[src/rtl/multdiv_bus_pkg.sv]
// -----------------------------------------------------------------------------
// multdiv_bus_pkg
// Shared definitions for the multdiv tri-state register bus read side.
//   busState_t      : read master state encoding (IDLE, DRIVE, RESP)
//   DEFAULT_WIDTH   : default bus / data width
//   SETTLE_CNT_W    : width of the settle-time down counter
// -----------------------------------------------------------------------------
package multdiv_bus_pkg;

   typedef enum logic [1:0] {
      IDLE  = 2'd0,
      DRIVE = 2'd1,
      RESP  = 2'd2
   } busState_t;

   localparam int DEFAULT_WIDTH = 32;
   localparam int SETTLE_CNT_W  = 4;

endpackage

[src/rtl/settle_down_counter.sv]
// -----------------------------------------------------------------------------
// settle_down_counter
// Loadable down counter that times how long a register read enable is held
// before the shared bus is sampled. Stops at zero and flags it.
// Ports:
//   clk          in   clock, rising edge
//   clr          in   asynchronous active-high reset (count -> 0)
//   i_load       in   load i_loadValue this edge (wins over i_dec)
//   i_loadValue  in   SETTLE_CNT_W-bit load value
//   i_dec        in   decrement this edge (saturates at zero)
//   o_zero       out  count is zero
// -----------------------------------------------------------------------------
module settle_down_counter
   import multdiv_bus_pkg::*;
(
   input  logic                    clk,
   input  logic                    clr,
   input  logic                    i_load,
   input  logic [SETTLE_CNT_W-1:0] i_loadValue,
   input  logic                    i_dec,
   output logic                    o_zero
);

   logic [SETTLE_CNT_W-1:0] r_count;

   // Count register: a load always takes priority so a new read can restart
   // the settle window; decrementing stops at zero so the flag stays stable
   // while the owning FSM decides what to do.
   always_ff @(posedge clk or posedge clr) begin
      if (clr) begin
         r_count <= '0;
      end else if (i_load) begin
         r_count <= i_loadValue;
      end else if (i_dec && (r_count != '0)) begin
         r_count <= r_count - SETTLE_CNT_W'(1);
      end
   end

   assign o_zero = (r_count == '0);

endmodule

[src/rtl/tristate_bus_reader.sv]
// -----------------------------------------------------------------------------
// tristate_bus_reader
// Read master for a bank of tri-state registers sharing one bus. A request
// selects one register, its read enable is held for SETTLE+1 cycles, the bus
// is sampled and the word is returned over a valid/ready handshake. At most
// one enable is ever high, and enables are low outside the DRIVE state.
//
// Optional feature macro: TRISTATE_BUS_READER_ERR_EN
//   When defined, adds output rd_err, set for out-of-range requests.
//
// Ports:
//   clk        in   clock, rising edge
//   clr        in   asynchronous active-high reset
//   req_valid  in   read request present
//   req_ready  out  request accepted this edge when valid (state == IDLE)
//   req_idx    in   register index to read
//   r_en       out  one-hot register read enables
//   bus_in     in   shared tri-state bus
//   rd_valid   out  rd_data holds a result
//   rd_ready   in   consumer accepts the result
//   rd_data    out  captured word (zero for out-of-range requests)
//   busy       out  not in IDLE
//   rd_err     out  (macro only) result came from an out-of-range request
// -----------------------------------------------------------------------------
module tristate_bus_reader
   import multdiv_bus_pkg::*;
#(
   parameter int WIDTH    = DEFAULT_WIDTH,
   parameter int NUM_REGS = 4,
   parameter int IDX_W    = 2,
   parameter int SETTLE   = 1
) (
   input  logic                clk,
   input  logic                clr,
   input  logic                req_valid,
   output logic                req_ready,
   input  logic [IDX_W-1:0]    req_idx,
   output logic [NUM_REGS-1:0] r_en,
   input  logic [WIDTH-1:0]    bus_in,
   output logic                rd_valid,
   input  logic                rd_ready,
   output logic [WIDTH-1:0]    rd_data,
   output logic                busy
`ifdef TRISTATE_BUS_READER_ERR_EN
   ,
   output logic                rd_err
`endif
);

   localparam logic [SETTLE_CNT_W-1:0] SETTLE_LOAD = SETTLE_CNT_W'(SETTLE);

   busState_t           r_state;
   logic [NUM_REGS-1:0] r_enables;
   logic                r_valid;
   logic [WIDTH-1:0]    r_data;
   logic                r_busy;

   busState_t           w_stateNext;
   logic [NUM_REGS-1:0] w_enNext;
   logic                w_validNext;
   logic [WIDTH-1:0]    w_dataNext;
   logic [NUM_REGS-1:0] w_onehot;
   logic [31:0]         w_idxWide;
   logic                w_inRange;
   logic                w_load;
   logic                w_dec;
   logic                w_zero;

   settle_down_counter u_settle (
      .clk         (clk),
      .clr         (clr),
      .i_load      (w_load),
      .i_loadValue (SETTLE_LOAD),
      .i_dec       (w_dec),
      .o_zero      (w_zero)
   );

   assign w_idxWide = 32'(req_idx);
   assign w_inRange = (w_idxWide < 32'(NUM_REGS));

   // Decode the requested index into a single enable bit. Indices past the
   // last register decode to all-zero, so no register is ever driven for them.
   always_comb begin
      w_onehot = '0;
      for (int i = 0; i < NUM_REGS; i++) begin
         if (w_idxWide == 32'(i)) begin
            w_onehot[i] = 1'b1;
         end
      end
   end

   // Next-state and next-output logic. Every registered output holds its
   // value by default; only the transitions below change them. The enable
   // is cleared on the same edge that samples the bus, which guarantees a
   // dead cycle on the bus before any following read can drive it.
   always_comb begin
      w_stateNext = r_state;
      w_enNext    = r_enables;
      w_validNext = r_valid;
      w_dataNext  = r_data;
      w_load      = 1'b0;
      w_dec       = 1'b0;
      case (r_state)
         IDLE: begin
            if (req_valid) begin
               if (w_inRange) begin
                  w_enNext    = w_onehot;
                  w_load      = 1'b1;
                  w_stateNext = DRIVE;
               end else begin
                  w_enNext    = '0;
                  w_dataNext  = '0;
                  w_validNext = 1'b1;
                  w_stateNext = RESP;
               end
            end
         end
         DRIVE: begin
            if (w_zero) begin
               w_dataNext  = bus_in;
               w_enNext    = '0;
               w_validNext = 1'b1;
               w_stateNext = RESP;
            end else begin
               w_dec = 1'b1;
            end
         end
         RESP: begin
            if (rd_ready) begin
               w_validNext = 1'b0;
               w_stateNext = IDLE;
            end
         end
         default: begin
            w_enNext    = '0;
            w_validNext = 1'b0;
            w_stateNext = IDLE;
         end
      endcase
   end

   // State and output registers. The asynchronous clear releases the bus at
   // once, even mid-read, and abandons any transaction in flight.
   always_ff @(posedge clk or posedge clr) begin
      if (clr) begin
         r_state   <= IDLE;
         r_enables <= '0;
         r_valid   <= 1'b0;
         r_data    <= '0;
         r_busy    <= 1'b0;
      end else begin
         r_state   <= w_stateNext;
         r_enables <= w_enNext;
         r_valid   <= w_validNext;
         r_data    <= w_dataNext;
         r_busy    <= (w_stateNext != IDLE);
      end
   end

`ifdef TRISTATE_BUS_READER_ERR_EN
   logic r_err;

   // Error flag travels with rd_valid: set when an out-of-range request is
   // answered, cleared by a normal capture or by the result handshake.
   always_ff @(posedge clk or posedge clr) begin
      if (clr) begin
         r_err <= 1'b0;
      end else begin
         case (r_state)
            IDLE:    if (req_valid && !w_inRange) r_err <= 1'b1;
            DRIVE:   if (w_zero) r_err <= 1'b0;
            RESP:    if (rd_ready) r_err <= 1'b0;
            default: r_err <= 1'b0;
         endcase
      end
   end

   assign rd_err = r_err;
`endif

   assign req_ready = (r_state == IDLE);
   assign r_en      = r_enables;
   assign rd_valid  = r_valid;
   assign rd_data   = r_data;
   assign busy      = r_busy;

endmodule
[config.mk]
export PLATFORM = sky130hd
export DESIGN_NAME = tristate_bus_reader
export DESIGN_NICKNAME = d
export VERILOG_FILES = /design/src/rtl/multdiv_bus_pkg.sv /design/src/rtl/settle_down_counter.sv /design/src/rtl/tristate_bus_reader.sv
export SDC_FILE = /design/constraint.sdc
export NUM_CORES = 1
export LEC_CHECK = 0
export CORE_ASPECT_RATIO = 2
export CORE_UTILIZATION = 25
export DETAILED_ROUTE_END_ITERATION = 6
export GPL_ROUTABILITY_DRIVEN = 0
export SLEW_MARGIN = 20
export SYNTH_ARGS = -nofsm -noshare
export SYNTH_HDL_FRONTEND = slang
export SYNTH_HIERARCHICAL = 1
export SYNTH_SLANG_ARGS = --single-unit
export TNS_END_PERCENT = 10
[constraint.sdc]
create_clock -name clk -period 6.1 [get_ports clk]
set_clock_uncertainty 0.15 [all_clocks]
set_input_delay 0.61 -clock clk [delete_from_list [all_inputs] [get_ports clk]]
set_output_delay 0.61 -clock clk [all_outputs]
set_load 0.02 [all_outputs]
### Word-level counts from Yosys, hierarchy flattened

Index checks and enable logic that the tools add are counted.

* flip-flop bits (word level): 44
* bits of input ports: 38
* word-level logic and storage cells: 58

* add/subtract/negate cells: 1
* order comparisons: 1
* equality and inequality tests: 9
* mux-type cells: 29
* bitwise logic cells: 1
* reduce and logical (&&, ||, !) cells: 11

Operators by type and width (count)
* 2-to-1 mux 32 bit: 3
* one-hot mux 32 bit (2 select lines): 1
* zero test 32 bit: 1
* 2-to-1 mux 4 bit: 5
* 2-to-1 mux 1 bit: 13
* one-hot mux 4 bit (3 select lines): 1
* 2-to-1 mux 2 bit: 4
* AND reduction 4 bit: 2
* equality test 2 bit, second input constant: 3
* inequality test 2 bit, second input constant: 3
* one-hot mux 2 bit (3 select lines): 1
* nonzero test 2 bit: 3
* equality test 2 x 1 -> 1 bit, second input constant: 2
* zero test 4 bit: 1
* nonzero test 4 bit: 1
* subtractor 4 x 1 -> 4 bit, second input constant: 1
* less-than comparator 2 x 3 -> 1 bit, second input constant: 1
* one-hot mux 1 bit (3 select lines): 1
* AND reduction 3 bit: 1
* zero test 2 bit: 1
* inequality test 2 x 1 -> 1 bit, second input constant: 1
* logical AND 1 bit: 1
* NOT 1 bit: 1

### Logic depth before layout (Yosys ltp)

Gate-level depths: netlist (run 1).

* depth in word-level cells: 6
* mapped depth: 8

### Hierarchy

The synthesis (run 1) kept the hierarchy.

By module, submodules not included
* tristate_bus_reader: times used 1, cells each 102, area each 1576.5 um^2, sequential area each 1001.0 um^2
* settle_down_counter: times used 1, cells each 28, area each 261.5 um^2, sequential area each 100.1 um^2

### Worst setup path before layout (run 1)

OpenSTA, ideal clock, no wires.

* path kind: reg2reg
* start point: register u_settle.r_count[0]
* end point: register u_settle.r_count[3]
* arrival: 1817 ps
* slack: 4007 ps
* stages on the path, launching flop included: 9
* clock period less this slack: 2093 ps
* cell sequence: dfrtp_1 inv_1 ha_1 or3b_4 inv_1 nor2_1 nor4b_2 nor3b_1 a221o_1

* word-level cells in the longest chain between the ends: 5

Ends and longest elaborated chain
* start, declared: RTL line settle_down_counter.sv:24 `logic [SETTLE_CNT_W-1:0] r_count;`
* start signal, assigned: RTL line settle_down_counter.sv:33 `r_count <= i_loadValue;`
* start signal, assigned: RTL line settle_down_counter.sv:35 `r_count <= r_count - SETTLE_CNT_W'(1);`
* zero test 4 bit: RTL line settle_down_counter.sv:39 `assign o_zero = (r_count == '0);`
* named net w_zero: RTL line tristate_bus_reader.sv:67 `logic w_zero;`
* 2-to-1 mux 1 bit: RTL line tristate_bus_reader.sv:119 `if (w_zero) begin`
* 2-to-1 mux 1 bit: RTL line tristate_bus_reader.sv:103 `case (r_state)`
* named net w_dec: RTL line tristate_bus_reader.sv:66 `logic w_dec;`
* logical AND 1 bit: RTL line settle_down_counter.sv:34 `end else if (i_dec && (r_count != '0)) begin`
* nonzero test 2 bit (no line)

The timed path passes the listed nets, and every way through them passes these cells. The select of a mux whose other input is x is not followed.
A chain may end at the register's enable or synchronous reset.

### Final worst setup path (run 1)

* start point: register u_settle.r_count[0]
* end point: register r_data[0] (netlist: rd_data[0])

* word-level cells in the longest chain between the ends: 3

Ends and longest elaborated chain
* zero test 4 bit: RTL line settle_down_counter.sv:39
* named net w_zero: RTL line tristate_bus_reader.sv:67
* inequality test 2 x 1 -> 1 bit (no line)
* AND reduction 4 bit (no line)
* end signal, assigned: RTL line tristate_bus_reader.sv:155 `r_data <= w_dataNext;`
* end, declared: RTL line tristate_bus_reader.sv:55 `logic [WIDTH-1:0] r_data;`

The timed path passes the listed nets, and every way through them passes these cells.

==> metrics.txt, run 1 <==
status completed; Peak Freq 406 MHz; Synth Register Bits 44; cts hold-fix bufs 0; post_cts resized 0; global-route wire length before repair 6240 µm; max_cap viols 0; die area about 7700 µm²; final setup margin approximately 3.6 ns; CP max FO 33; DR iter-0 viols 15; Worst Hold End r_en[0]$_DFFE_PP0P_; CP arrival around 2.5 ns; Hold Vio Cnt, Final 0; Clock H-tree levels 2; IO Pins 77; final setup violating endpoints 0; FILL cells 688; initial antenna violation count 0; Hold Path Depth 1; Post-Syn Area 1840 µm²; layout cells sized above 1 22.3%; Max Slew Vio Count 0; DR vias 1267; end of the worst register-to-register path rd_data[0]$_DFFE_PP0P_; Syn Area/Cell 14.1 µm²; cts bufs inserted 5; post-synth top area share 59.9%; largest net degree at the start of global routing 41; Placed Cells incl. Taps 294; Detail Placement HPWL 2970 µm; Worst setup SP type register; area share of fa/ha/maj cells after synthesis 0.681%; clk root buf clkbuf_16; CTS tree done; Final min period 2.46 ns; setup tns final 0 ns; Die H 123 µm; mux contribution to synthesized area 19.6%; post-synthesis xor/xnor area fraction 0%; critical path class reg -> reg; die width 62.6 µm; slew of the pin with the lowest slew margin 0.512 ns; pre-CTS WS between 3 and 4 ns; Yosys Warn Count 6; Worst setup EP type register; Longest Clk Path Bufs 2; Synth Area in Compound Gates 6.54%; # rows 43; TritonCTS Sinks 44; IO Port Bufs 76; hold path start r_en[0]$_DFFE_PP0P_; distinct cell type count of the synthesized netlist 33; LEAKAGE between 1 and 1.5 nW; Total GRT Usage 10.8%; drt drc 0; starting density of the core 26.3%; clk_lat worst skew 0.28 ns; DRT Pass-1 Iters 5; vias in the first global route 1247; total gr overflow 0; Final period util 40.4%; cell accounting for the most synthesized area dfrtp_1; Area growth syn-to-layout 53.2%; Syn Inst Count 130; RSZ-0062 raised after global routing no; post-route insts no fill approximately 300; Max VDD drop 0.174 mV; largest family of logic cells by synthesized area multiplexers; setup bufs post-CTS 0; Worst Hold Class reg -> reg; worst reg2reg path depth 6; sequential fraction of the synthesis area 59.9%; detail-routed via count per cell approximately 4.2; n_diodes 0; final layout net count 250; Core Box Area around 7000 µm²; Crit Reg-Reg Startpoint u_settle/r_count[0]$_DFFE_PP0P_; Critical Path RT roughly 6 ns; Clk pin slew, worst setup/hold paths 0.06 ns; max_slew headroom 65.9%; R2R Setup Slk 3.64 ns; Routed Wire Length 4000 µm; Post-Synth Simple-Gate Area 8.92%; drt wl/cell 13.3 µm; Total Power 1.55 mW; PD cells approximately 550 nW/µm²; top cells by area, synth dfrtp_1 60%, mux2_2 19%, buf_6 2.5%; antenna-violating nets left 0
cells in the final DEF, fill, tap and decap left out, types with 2 or more instances in the layout:
master,n
clkdlybuf4s50_1,76
dfrtp_1,44
mux2_2,31
clkbuf_16,5
nor2_1,4
a21oi_1,4
nand2_1,4
conb_1,4
inv_1,4
nand2b_1,3
o21ai_1,3
o21ai_0,2
or3b_4,2
clkinv_2,2
nor3_1,2
Yosys cell counts, drive strengths merged:
| library cell | n |
|---|---|
| a21oi | 4 |
| a32o | 1 |
| nand3b | 1 |
| dfrtp | 44 |
| a22o | 1 |
| or2 | 1 |
| nor4b | 1 |
| conb | 2 |
| buf | 4 |
| and4b | 1 |
| and3 | 1 |
| o31a | 1 |
| ha | 1 |
| o21ai | 5 |
| or3b | 2 |
| nor3b | 1 |
| inv | 5 |
| nor2 | 4 |
| a31o | 1 |
| clkbuf | 1 |
| nand2b | 3 |
| o2bb2ai | 1 |
| o22ai | 1 |
| a21o | 1 |
| nor3 | 2 |
| nand2 | 5 |
| clkinv | 1 |
| mux2 | 32 |
| a221o | 1 |
| nor2b | 1 |
how the worst max path moves through the flow:
stage	start	cells past startpoint	slack, ns	to
5_1_grt	u_settle/r_count[0]$_DFFE_PP0P_	6	3.47	rd_data[0]$_DFFE_PP0P_
3_5_place_dp	u_settle/r_count[0]$_DFFE_PP0P_	6	3.64	rd_data[0]$_DFFE_PP0P_
4_1_cts	u_settle/r_count[0]$_DFFE_PP0P_	6	3.61	rd_data[0]$_DFFE_PP0P_
6_report	u_settle/r_count[0]$_DFFE_PP0P_	6	3.64	rd_data[0]$_DFFE_PP0P_
3_3_place_gp	u_settle/r_count[0]$_DFFE_PP0P_	6	3.72	rd_data[0]$_DFFE_PP0P_
2_1_floorplan	u_settle/r_count[0]$_DFFE_PP0P_	8	4.01	u_settle/r_count[3]$_DFFE_PP0P_
area by class of cell:
type / instances / area, µm² / area share (%)
repair buffers: 77 / 768 / 27.3
well taps: 90 / 113 / 4.00
clock inverters: 2 / 12.5 / 0.444
clock buffers: 5 / 125 / 4.44
inverters: 6 / 23.8 / 0.844
multi-input cells: 77 / 672 / 23.9
flip-flops and latches: 44 / 1100 / 39.1
state kept, by name, summed over array words and instances (netlist names):
| name | count |
|---|---|
| rd_data | 32 |
| r_en | 4 |
| u_settle/r_count | 4 |
| r_state | 2 |
| busy | 1 |
| rd_valid | 1 |
power breakdown:
group	internal, mW	total [mW]	leakage, nW	switching (mW)
clock	0.148	0.252	0.0657	0.104
combinational	0.417	0.774	0.599	0.357
sequential	0.440	0.523	0.521	0.0836
total	1.01	1.55	1.19	0.545
kinds of logic (layout without fill, tap and decap cells):
group | count (synthesis) | in the layout
other cells | 2 | 4
mux | 32 | 32
buf+inv | 11 | 90
fa+ha+maj | 1 | 1
flops | 44 | 44
compound gates | 17 | 17
simple gates | 23 | 23
layer usage:
metal	global-route usage [%]	vias up	wire (µm)
met3	2.12	5	153
met1	11.0	612	1400
met4	6.10	0	84
met2	20.2	39	2370
met5	0	-	0
li1	-	611	-
through the flow:
step / hold WS, ns / instance area (µm²) / util, %
floorplan: 0.226 / 1850 / -
global placement: 0.323 / 2680 / 38.3
detailed placement: 0.315 / 2680 / 38.3
CTS: 0.341 / 2820 / 40.3
global route: 0.371 / 2820 / 40.3
finish: 0.335 / 2820 / 40.3
worst max-delay path, cell delays in order (launching register included):
cell and delay [ns]:
dfrtp_1 0.39, inv_1 0.11, ha_1 0.22, or3b_4 0.42, inv_1 0.17, nand3b_4 0.40
mux2_1 0.46
No activity file was read; power rests on OpenSTA's default activity.
==> inputs of run 2 (changes only) <==
Clock period 6.1 ns to 2.3 ns, I/O delays scaled along.
==> run 2 against run 1 <==
Sequential share of layout area is 1.0 points lower. Worst setup slack worse by 3.6 ns. Clock-buffer cell count is 1 higher. Via count is 1.3% higher. Critical endpoint unchanged.
==> metrics.txt, run 2 (synthesis results as in run 1) <==
CP dominant cell by count inv_1; critical path class reg -> reg; Critical Path RT roughly 2.3 ns; Longest Clk Path Bufs 2; DRT Pass-1 Iters 2; status completed; max_slew headroom 55.3%; n_diodes 0; Core Box Area 6990 µm²; Clock H-tree levels 2; total gr overflow 0; Largest register FFs 32; clk root buf clkbuf_16; crit-path max cell delay approximately 0.4 ns; RSZ-0062 raised after global routing yes; drt drc 0; DR vias 1283; clk_lat worst skew 0.28 ns; most frequent cells in the layout 76 x clkdlybuf4s50_1, 44 x dfrtp_1, 31 x mux2_2; Final min period 2.22 ns; cts hold-fix bufs 0; vias in the first global route around 1300; initial antenna violation count 0; Max Slew Vio Count 0; CP max FO 18; LEAKAGE 1.23 nW; Max VDD drop 0.468 mV; IO Pins 77; # rows 43; Routed Wire Length roughly 4000 µm; Worst setup SP type register; Die H 123 µm; hold_ws roughly 0.020 ns; most common cell after layout, fill and taps aside clkdlybuf4s50_1; die area 7720 µm²; CP arrival approximately 2.2 ns; global-route wire length before repair 6240 µm; IO Port Bufs 76; DR iter-0 viols 17; die width 62.6 µm; Area growth syn-to-layout 57.4%; drt wl/cell 13.1 µm; starting density of the core 26.3%; layout cells sized above 1 24.2%; FILL cells 684; slew of the pin with the lowest slew margin 0.667 ns; Worst Hold Class in -> async; Top delay family on crit path simple AND/OR/NAND/NOR gates; largest net degree at the start of global routing 20; Detail Placement HPWL between 3000 and 4000 µm; Worst setup EP type register; Buf/Inv on CP 3; Peak Freq 451 MHz; TritonCTS Sinks 44; area of the multi-input gates 674 µm²; Total GRT Usage 10.8%; Hold Vio Cnt, Final 0; Total Power 4.30 mW; final setup violating endpoints 0; PD cells 1490 nW/µm²; detail-routed via count per cell 4.21; Crit-path slowest cell or3b_4; max_cap viols 0; cts bufs inserted 5; antenna-violating nets left 0; final layout net count 253; register area 1100 µm²; Clk pin slew, worst setup/hold paths approximately 0.06 ns; setup tns final 0 ns; Final period util 96.4%; CTS tree done; CP cell instances inv_1 -> ha_1 -> or3b_4 -> inv_1 -> nand3b_4 -> buf_12 -> mux2_1
==> run 2: cell types whose count changed in the layout (fill, tap and decap cells not counted), sizes merged <==
cell,before,now
buf,1,4
bufinv,0,1
clkinvlp,1,0
clkbuf,5,6
==> run 2: path summary, 6_finish.rpt <==
path	to	slack (ns)	cells past startpoint	start
max	rd_data[0]$_DFFE_PP0P_	0.08	7	u_settle/r_count[0]$_DFFE_PP0P_
min	u_settle/r_count[3]$_DFFE_PP0P_	0.02	2	clr
max reg2reg	rd_data[0]$_DFFE_PP0P_	0.08	7	u_settle/r_count[0]$_DFFE_PP0P_
min reg2reg	r_en[0]$_DFFE_PP0P_	0.33	1	r_en[0]$_DFFE_PP0P_
max in group asynchronous	rd_data[26]$_DFFE_PP0P_	1.28	3	clr
min in group clk	r_en[0]$_DFFE_PP0P_	0.33	1	r_en[0]$_DFFE_PP0P_
==> run 2: layout make-up <==
cell class              count  share of cell area, %
clock inverters             2                   1.34
well taps                  90                   3.89
inverters                   6                  0.822
flip-flops and latches     44                   38.1
multi-input cells          77                   23.3
clock buffers               6                   4.80
repair buffers             80                   27.8
==> run 2: metal layers <==
metal	wire, µm	vias up	global-route usage, %
met5	0	-	0
met3	157	9	2.21
met4	121	0	7.27
met2	2340	41	20.4
met1	1380	619	10.3
li1	-	614	-
==> run 2: timing repair <==
| action | 4_1_cts | 5_1_grt |
|---|---|---|
| setup endpoints to repair | 0 | 12 |
| setup buffers | 0 | 0 |
| gates resized for setup | 0 | 1 |
==> run 2: report_power, final <==
part / leakage [nW] / internal [mW] / switching, mW
logic: 0.619 / 1.13 / 0.948
registers: 0.521 / 1.17 / 0.223
clock network: 0.0871 / 0.544 / 0.292
total: 1.23 / 2.84 / 1.46
==> run 2: per-stage QoR <==
stage | setup slack (ns) | area [µm²] | instances | util (%)
6_report | 0.0820 | 2890 | 305 | 41.4
5_1_grt | -0.0526 | 2890 | 305 | 41.4
4_1_cts | 0.0311 | 2890 | 305 | 41.3
3_5_place_dp | 0.0448 | 2710 | 297 | 38.8
3_3_place_gp | 0.0883 | 2710 | 297 | 38.8
2_1_floorplan | 0.207 | 1850 | 132 | -
==> run 2: worst register-to-register path: cells and delay by family (launching register included) <==
| kind | cells | cell delay [ns] |
|---|---|---|
| simple gates | 2 | 0.58 |
| buf+inv | 3 | 0.47 |
| fa+ha+maj | 1 | 0.20 |
| flops | 1 | 0.38 |
| mux | 1 | 0.32 |
==> inputs of run 3 (changes only) <==
Settings changed: GPL_ROUTABILITY_DRIVEN 0 to unset.
==> results of run 3 <==
Final layout, timing and power as in run 2 (identical DEF).
